## config.mk

```make
export PLATFORM = sky130hd
export DESIGN_NAME = imem_load_ctrl_flat
export DESIGN_NICKNAME = d
export VERILOG_FILES = /design/src/rtl/imem_load_ctrl_if.sv /design/src/rtl/imem_load_ctrl.sv /design/src/flat_wrapper.sv
export SDC_FILE = /design/constraint.sdc
export NUM_CORES = 1
export LEC_CHECK = 0
export CAP_MARGIN = 10
export CORE_MARGIN = 2
export CORE_UTILIZATION = 41
export CTS_CLUSTER_SIZE = 28
export DETAILED_ROUTE_END_ITERATION = 12
export GPL_ROUTABILITY_DRIVEN = 0
export PLACE_DENSITY = 0.86
export REMOVE_ABC_BUFFERS = 1
export SYNTH_ARGS = -nofsm -noshare
export SYNTH_HDL_FRONTEND = slang
export SYNTH_SLANG_ARGS = --single-unit
```

## constraint.sdc

```tcl
create_clock -name clk -period 3.4 [get_ports clk]
set_input_delay 0.68 -clock clk [delete_from_list [all_inputs] [get_ports clk]]
set_output_delay 0.68 -clock clk [all_outputs]
set_load 0.02 [all_outputs]
```

## src/rtl/imem_load_ctrl_if.sv

```systemverilog
// Bus bundle for imem_load_ctrl: loader word stream, CPU fetch port and
// single-port instruction-memory bus. slave = controller side.
interface imem_load_ctrl_if #(
  parameter int ADDR_W = 10,
  parameter int DATA_W = 32
);
  logic              ld_valid;
  logic [DATA_W-1:0] ld_data;
  logic              ld_last;
  logic              ld_ready;
  logic [31:0]       cpu_addr;
  logic [DATA_W-1:0] cpu_ins;
  logic              cpu_stall;
  logic              mem_we;
  logic [ADDR_W-1:0] mem_addr;
  logic [DATA_W-1:0] mem_wdata;
  logic [DATA_W-1:0] mem_rdata;

  modport slave (
    input  ld_valid, ld_data, ld_last, cpu_addr, mem_rdata,
    output ld_ready, cpu_ins, cpu_stall, mem_we, mem_addr, mem_wdata
  );

  modport master (
    output ld_valid, ld_data, ld_last, cpu_addr, mem_rdata,
    input  ld_ready, cpu_ins, cpu_stall, mem_we, mem_addr, mem_wdata
  );
endinterface

```

## src/rtl/imem_load_ctrl.sv

```systemverilog
// Instruction-memory load controller: streams a program into IMEM, then hands
// the memory to the CPU fetch port. Optional fetch bounds check: IMEM_BOUNDS_CHK_EN.
//
// state | meaning
// IDLE  | no program resident, waiting for load_start
// LOAD  | accepting loader words, CPU stalled
// DRAIN | last word's registered write completes
// RUN   | program resident, CPU owns the memory
// ERR   | program exceeded MAX_WORDS, waiting for reload
module imem_load_ctrl #(
  parameter int ADDR_W    = 10,
  parameter int DATA_W    = 32,
  parameter int MAX_WORDS = 1024
) (
  input  logic            clk,
  input  logic            rst_n,
  input  logic            load_start_i,
  imem_load_ctrl_if.slave bus,
  output logic [ADDR_W:0] word_count_o,
  output logic            load_done_o,
  output logic            overflow_err_o,
  output logic            fetch_fault_o
);

  typedef enum logic [2:0] {IDLE, LOAD, DRAIN, RUN, ERR} state_t;

  localparam logic [ADDR_W-1:0] LAST_PTR = ADDR_W'(MAX_WORDS - 1);
  localparam logic [ADDR_W-1:0] PTR_ONE  = ADDR_W'(1);
  localparam logic [ADDR_W:0]   CNT_ONE  = (ADDR_W + 1)'(1);

  state_t            state_q;
  logic [ADDR_W-1:0] wr_ptr_q;
  logic [ADDR_W-1:0] wr_addr_q;
  logic [DATA_W-1:0] wr_data_q;
  logic              mem_we_q;
  logic              ovf_q;
  logic [ADDR_W:0]   word_count_q;
  logic              hs;
  logic              in_run;
  logic              fault;

  assign in_run = (state_q == RUN);
  assign hs     = bus.ld_valid && (state_q == LOAD);

  always_ff @(posedge clk or negedge rst_n) begin
    if (!rst_n) begin
      state_q      <= IDLE;
      wr_ptr_q     <= '0;
      wr_addr_q    <= '0;
      wr_data_q    <= '0;
      mem_we_q     <= 1'b0;
      ovf_q        <= 1'b0;
      word_count_q <= '0;
    end else begin
      mem_we_q <= 1'b0;
      case (state_q)
        IDLE, RUN, ERR: begin
          if (load_start_i) begin
            state_q      <= LOAD;
            wr_ptr_q     <= '0;
            word_count_q <= '0;
            ovf_q        <= 1'b0;
          end
        end
        LOAD: begin
          if (hs) begin
            mem_we_q     <= 1'b1;
            wr_addr_q    <= wr_ptr_q;
            wr_data_q    <= bus.ld_data;
            wr_ptr_q     <= wr_ptr_q + PTR_ONE;
            word_count_q <= word_count_q + CNT_ONE;
            // ld_last on the final permitted word is a legal full-size program
            if (bus.ld_last) begin
              state_q <= DRAIN;
            end else if (wr_ptr_q == LAST_PTR) begin
              state_q <= ERR;
              ovf_q   <= 1'b1;
            end
          end
        end
        DRAIN:   state_q <= RUN;
        default: state_q <= IDLE;
      endcase
    end
  end

`ifdef IMEM_BOUNDS_CHK_EN
  assign fault = in_run &&
                 (({1'b0, bus.cpu_addr[ADDR_W-1:0]} >= word_count_q) ||
                  (|bus.cpu_addr[31:ADDR_W]));
`else
  logic unused_cpu_addr_hi;
  assign unused_cpu_addr_hi = ^bus.cpu_addr[31:ADDR_W];
  assign fault = 1'b0;
`endif

  assign bus.ld_ready   = (state_q == LOAD);
  assign bus.cpu_stall  = !in_run;
  assign bus.mem_we     = mem_we_q;
  assign bus.mem_wdata  = wr_data_q;
  assign bus.mem_addr   = in_run ? bus.cpu_addr[ADDR_W-1:0] : wr_addr_q;
  assign bus.cpu_ins    = (in_run && !fault) ? bus.mem_rdata : '0;
  assign word_count_o   = word_count_q;
  assign load_done_o    = in_run;
  assign overflow_err_o = ovf_q;
  assign fetch_fault_o  = fault;

endmodule

```

## src/flat_wrapper.sv

```systemverilog
// flat-port wrapper written by rule: the top's interface ports become plain ports
module imem_load_ctrl_flat 
#(
  parameter int ADDR_W    = 10,
  parameter int DATA_W    = 32,
  parameter int MAX_WORDS = 1024
)
  (clk, rst_n, load_start_i, word_count_o, load_done_o, overflow_err_o, fetch_fault_o, bus_ld_valid, bus_ld_data, bus_ld_last, bus_cpu_addr, bus_mem_rdata, bus_ld_ready, bus_cpu_ins, bus_cpu_stall, bus_mem_we, bus_mem_addr, bus_mem_wdata);
  imem_load_ctrl_if #(.ADDR_W(ADDR_W), .DATA_W(DATA_W)) bus_i ();
  input  logic clk;
  input  logic rst_n;
  input  logic load_start_i;
  output logic [ADDR_W:0] word_count_o;
  output logic load_done_o;
  output logic overflow_err_o;
  output logic fetch_fault_o;
  input wire logic [$bits(bus_i.ld_valid)-1:0] bus_ld_valid;
  input wire logic [$bits(bus_i.ld_data)-1:0] bus_ld_data;
  input wire logic [$bits(bus_i.ld_last)-1:0] bus_ld_last;
  input wire logic [$bits(bus_i.cpu_addr)-1:0] bus_cpu_addr;
  input wire logic [$bits(bus_i.mem_rdata)-1:0] bus_mem_rdata;
  output wire logic [$bits(bus_i.ld_ready)-1:0] bus_ld_ready;
  output wire logic [$bits(bus_i.cpu_ins)-1:0] bus_cpu_ins;
  output wire logic [$bits(bus_i.cpu_stall)-1:0] bus_cpu_stall;
  output wire logic [$bits(bus_i.mem_we)-1:0] bus_mem_we;
  output wire logic [$bits(bus_i.mem_addr)-1:0] bus_mem_addr;
  output wire logic [$bits(bus_i.mem_wdata)-1:0] bus_mem_wdata;
  assign bus_i.ld_valid = bus_ld_valid;
  assign bus_i.ld_data = bus_ld_data;
  assign bus_i.ld_last = bus_ld_last;
  assign bus_i.cpu_addr = bus_cpu_addr;
  assign bus_i.mem_rdata = bus_mem_rdata;
  assign bus_ld_ready = bus_i.ld_ready;
  assign bus_cpu_ins = bus_i.cpu_ins;
  assign bus_cpu_stall = bus_i.cpu_stall;
  assign bus_mem_we = bus_i.mem_we;
  assign bus_mem_addr = bus_i.mem_addr;
  assign bus_mem_wdata = bus_i.mem_wdata;
  imem_load_ctrl #(.ADDR_W(ADDR_W), .DATA_W(DATA_W), .MAX_WORDS(MAX_WORDS)) u_core (.clk(clk), .rst_n(rst_n), .load_start_i(load_start_i), .bus(bus_i), .word_count_o(word_count_o), .load_done_o(load_done_o), .overflow_err_o(overflow_err_o), .fetch_fault_o(fetch_fault_o));
endmodule
```

==> flow_summary.ini <==
[floorplan]
coreArea_sq_um = 7730
initial_core_util = 0.423
die_width_um = 93.3
io_pins = 192
rows = 32
die-area_sq_um = 8710
die_y_um = 93.3

[cells_and_area]
multi_input_area_sq_um = 1440
nets = 637
areaGrowthSynthToFinish_pct = 58.7
n_antenna_cell = 0
utilization = 0.672
fin_cells = 641
stdcell_area_sq_um = 5190
seqCellArea_sq_um = 1700
drive_gt1_frac = 0.0631
fillers = 606

[timing]
fin_worst_skew_ns = 0.00689
timing.fmax_mhz = 318
min_period_over_period = 0.924
setup_viol = 0
hold_viol_final = 0
setup_tns_ns = 0
relSlewSlack = 0.431
rsz0062_at_grt = no
period_minus_slack_ns = 3.14
worstMarginPinSlew_ns = 0.854
report.final.slew_viol_count = 0

[setup_path]
r2r_cells = 4
required_ns = 2.72
slowest_delay_ns = 0.55
worst-setup-path-type = reg2out
cp-startpoint = u_core.state_q[0]
r2r_slack_ns = 1.34
crit_family = buffers and inverters
cp.depth = 4
cp_cell_sequence = and3b_1, buf_4, mux2_2, clkdlybuf4s50_1
r2r_start = u_core.state_q[0]
worst_path_max_delay_cell = dfrtp_1
cp_max_fo = 43
r2r-end = u_core.wr_ptr_q[8]
cp_num_buf_inv = 2
endpoint = bus_mem_addr[3]
cp-end-kind = output pin
critPathLaunchType = register
cp.arrival_ns = 2.46

[global_route]
grt_pass1_wl_um = 14100
grtUsageMet3 = 0.0661
use_met1 = 0.234
antenna_found_initial = 0
overflow = 0
busiest_layer = met2
use_met2 = 0.363
track_usage = 0.207
grt_max_degree = 69
grt_pass1_vias = 3022

[logic_synthesis]
ys_ff_latch = 68
synth.top_cell.area_share = 0.520
synth_cell_type_count = 39
synth_mux_area_frac = 0.0375
avgSynthCellArea_sq_um = 8.70
synthCells = 376
syn_area_sq_um = 3270
synth_compound_area_frac = 0.0949
synth_top_cell_by_area = dfrtp_1
seq_area_frac_synth = 0.520
synth_top_family_by_area = simple AND/OR/NAND/NOR gates
synthSimpleGateAreaFrac = 0.296
yosys_warnings = 0
synth_fa_ha_area_frac = 0.00765
synthXorXnorAreaFrac = 0
netlist_top_cells_area = dfrtp_1, nand2_1, and2_1

[route]
drtAntennaViolNets = 0
first_iter_violations = 168
drtPass1Iterations = 4
vias_per_cell = 5.03
post_drt_wl_per_cell_um = 13.9
vias = 3223
drcViolationCount = 0
routed_wirelength_um = 8900

[placement]
dpl.hpwl_um = 6440
dp.cells = 625
placement.cell_area_sq_um = 4990
io_buffers = 168

[clock_network]
cts_tree = done
cts.repair.resized = 0
htree_levels = 3
cts-buffers-inserted = 9
cts_hold_buf = 0
clkTransAtPathRegs_ns = 0.07
cts_post_setup_buffers_inserted = 0
clock_latency_ns = 0.34
clock_sinks = 68
cts_root_buffer = clkbuf_8
clock_path_buffers = 2

[pwr]
seq_power_share = 0.312
p_leak_nw = 2.33
p_switching_mw = 1.65
p_per_area_nw_per_um2 = 781
p_sw_frac = 0.406
combPwrFrac = 0.522
p_int_mw = 2.41
peakVddDrop_uv = 457
pwr-share-clk = 0.166

[flow_run]
drv_cap = 0

[run_status]
run_status = complete, no violations

[min_path]
hold_path.class = reg2reg
## worst min path at each step
| stage | to | startpoint | depth (start not counted) | slack (ns) |
|---|---|---|---|---|
| after floorplan | u_core.bus.mem_wdata[0] | rst_n | 0 | 0.38 |
| after global placement | u_core.wr_addr_q[8] | u_core.wr_addr_q[8] | 2 | 0.46 |
| after detailed placement | u_core.bus.mem_wdata[28] | u_core.bus.mem_wdata[28] | 2 | 0.46 |
| after CTS | u_core.bus.mem_wdata[28] | u_core.bus.mem_wdata[28] | 2 | 0.48 |
| after global routing | u_core.bus.mem_wdata[28] | u_core.bus.mem_wdata[28] | 2 | 0.49 |
| final | u_core.wr_addr_q[7] | u_core.wr_addr_q[7] | 2 | 0.47 |
## state kept, by name, indices dropped and copies added, names as in the netlist
name and flops:
u_core.wr_ptr_q 10, u_core.bus.mem_we 1, u_core.word_count_o 11, u_core.wr_addr_q 10, u_core.overflow_err_o 1, u_core.state_q 3
u_core.bus.mem_wdata 32
## metal layers
| layer | vias to the layer above | part of all wire |
|---|---|---|
| met5 | - | 0 |
| met4 | 0 | 0.019 |
| met3 | 15 | 0.097 |
| met2 | 128 | 0.51 |
| met1 | 1526 | 0.37 |
| li1 | 1554 | - |
## final cells by class
| cell class | instances | share of cell area |
|---|---|---|
| timing repair buffer | 172 | 0.329 |
| sequential | 68 | 0.328 |
| multi-input combinational | 278 | 0.276 |
| clock buffer | 11 | 0.0292 |
| tap | 102 | 0.0246 |
| clock inverter | 5 | 0.00964 |
| inverter | 5 | 0.00362 |
## Yosys cell counts
library cell	instances
o21ai_0	20
nand4bb_1	1
nand2_1	141
buf_2	3
nor2b_1	1
o22a_1	2
o22ai_1	1
mux2i_1	1
conb_1	1
nand3b_1	1
inv_1	4
dfrtp_1	68
a22o_1	1
or3b_2	1
nor2_1	8
and2_1	32
nand4_1	6
inv_2	1
a31oi_1	6
a21oi_1	9
ha_1	2
nor3_1	2
and3b_1	1
a32oi_1	1
a32o_1	1
and3_1	1
buf_4	2
nand2b_1	2
mux2_2	10
or3_1	2
o41ai_1	1
clkbuf_1	13
o21a_1	1
buf_6	2
buf_1	5
nand3_1	7
or4_1	7
o211ai_1	1
o31ai_1	7
## tightest hold or removal path, delay by kind of cell, from the launching register on
family,cells,cell delay [ns]
flops,1,0.34
simple gates,2,0.10
## metrics by stage
step	hold slack, ns	total power [mW]	setup WS (ns)
finish	0.471	4.05	0.257
CTS	0.480	4.10	0.256
global route	0.494	4.32	0.132
floorplan	0.384	2.35	0.441
global placement	0.457	3.35	0.660
detailed placement	0.461	3.41	0.637
## power by group through the flow
stage	Clock, mW	Combinational, mW	Sequential, mW
after global routing	0.732	2.29	1.30
after floorplan	0	0.855	1.49
after CTS	0.689	2.14	1.26
after detailed placement	0	2.13	1.28
final	0.674	2.12	1.26
after global placement	0	2.09	1.26
## cell usage in the layout (no fill, tap or decap)
master / n
o22ai_1: 1
mux2_2: 10
nor3_1: 2
a32o_1: 1
o211ai_1: 1
and3_1: 1
o41ai_1: 1
nand4bb_2: 1
or3b_2: 1
or3_1: 2
a31oi_1: 6
o22a_1: 2
o21a_1: 1
nor2b_1: 1
o31ai_1: 7
clkdlybuf4s50_1: 167
dfrtp_1: 68
conb_1: 1
or4_1: 7
and3b_1: 1
ha_1: 2
nand4_1: 6
nor2_1: 8
buf_4: 4
nand3_1: 7
clkbuf_8: 11
buf_2: 1
bufinv_16: 1
and2_1: 32
mux2i_1: 1
o21ai_0: 20
nand2b_1: 2
nand2_1: 141
a32oi_1: 1
a21oi_1: 9
nand3b_1: 1
clkinv_2: 4
inv_2: 1
inv_1: 4
a22o_1: 1
## cells by family (layout without fill, tap and decap cells)
kind of cell | after synthesis | count (layout)
other | 1 | 1
adder cells (fa/ha/maj) | 2 | 2
AND/OR/NAND/NOR | 213 | 213
AO/OA/AOI/OAI | 51 | 51
flip-flops | 68 | 68
multiplexers | 11 | 11
buffers and inverters | 30 | 193
Note: power is estimated with default switching activity, not from simulation.
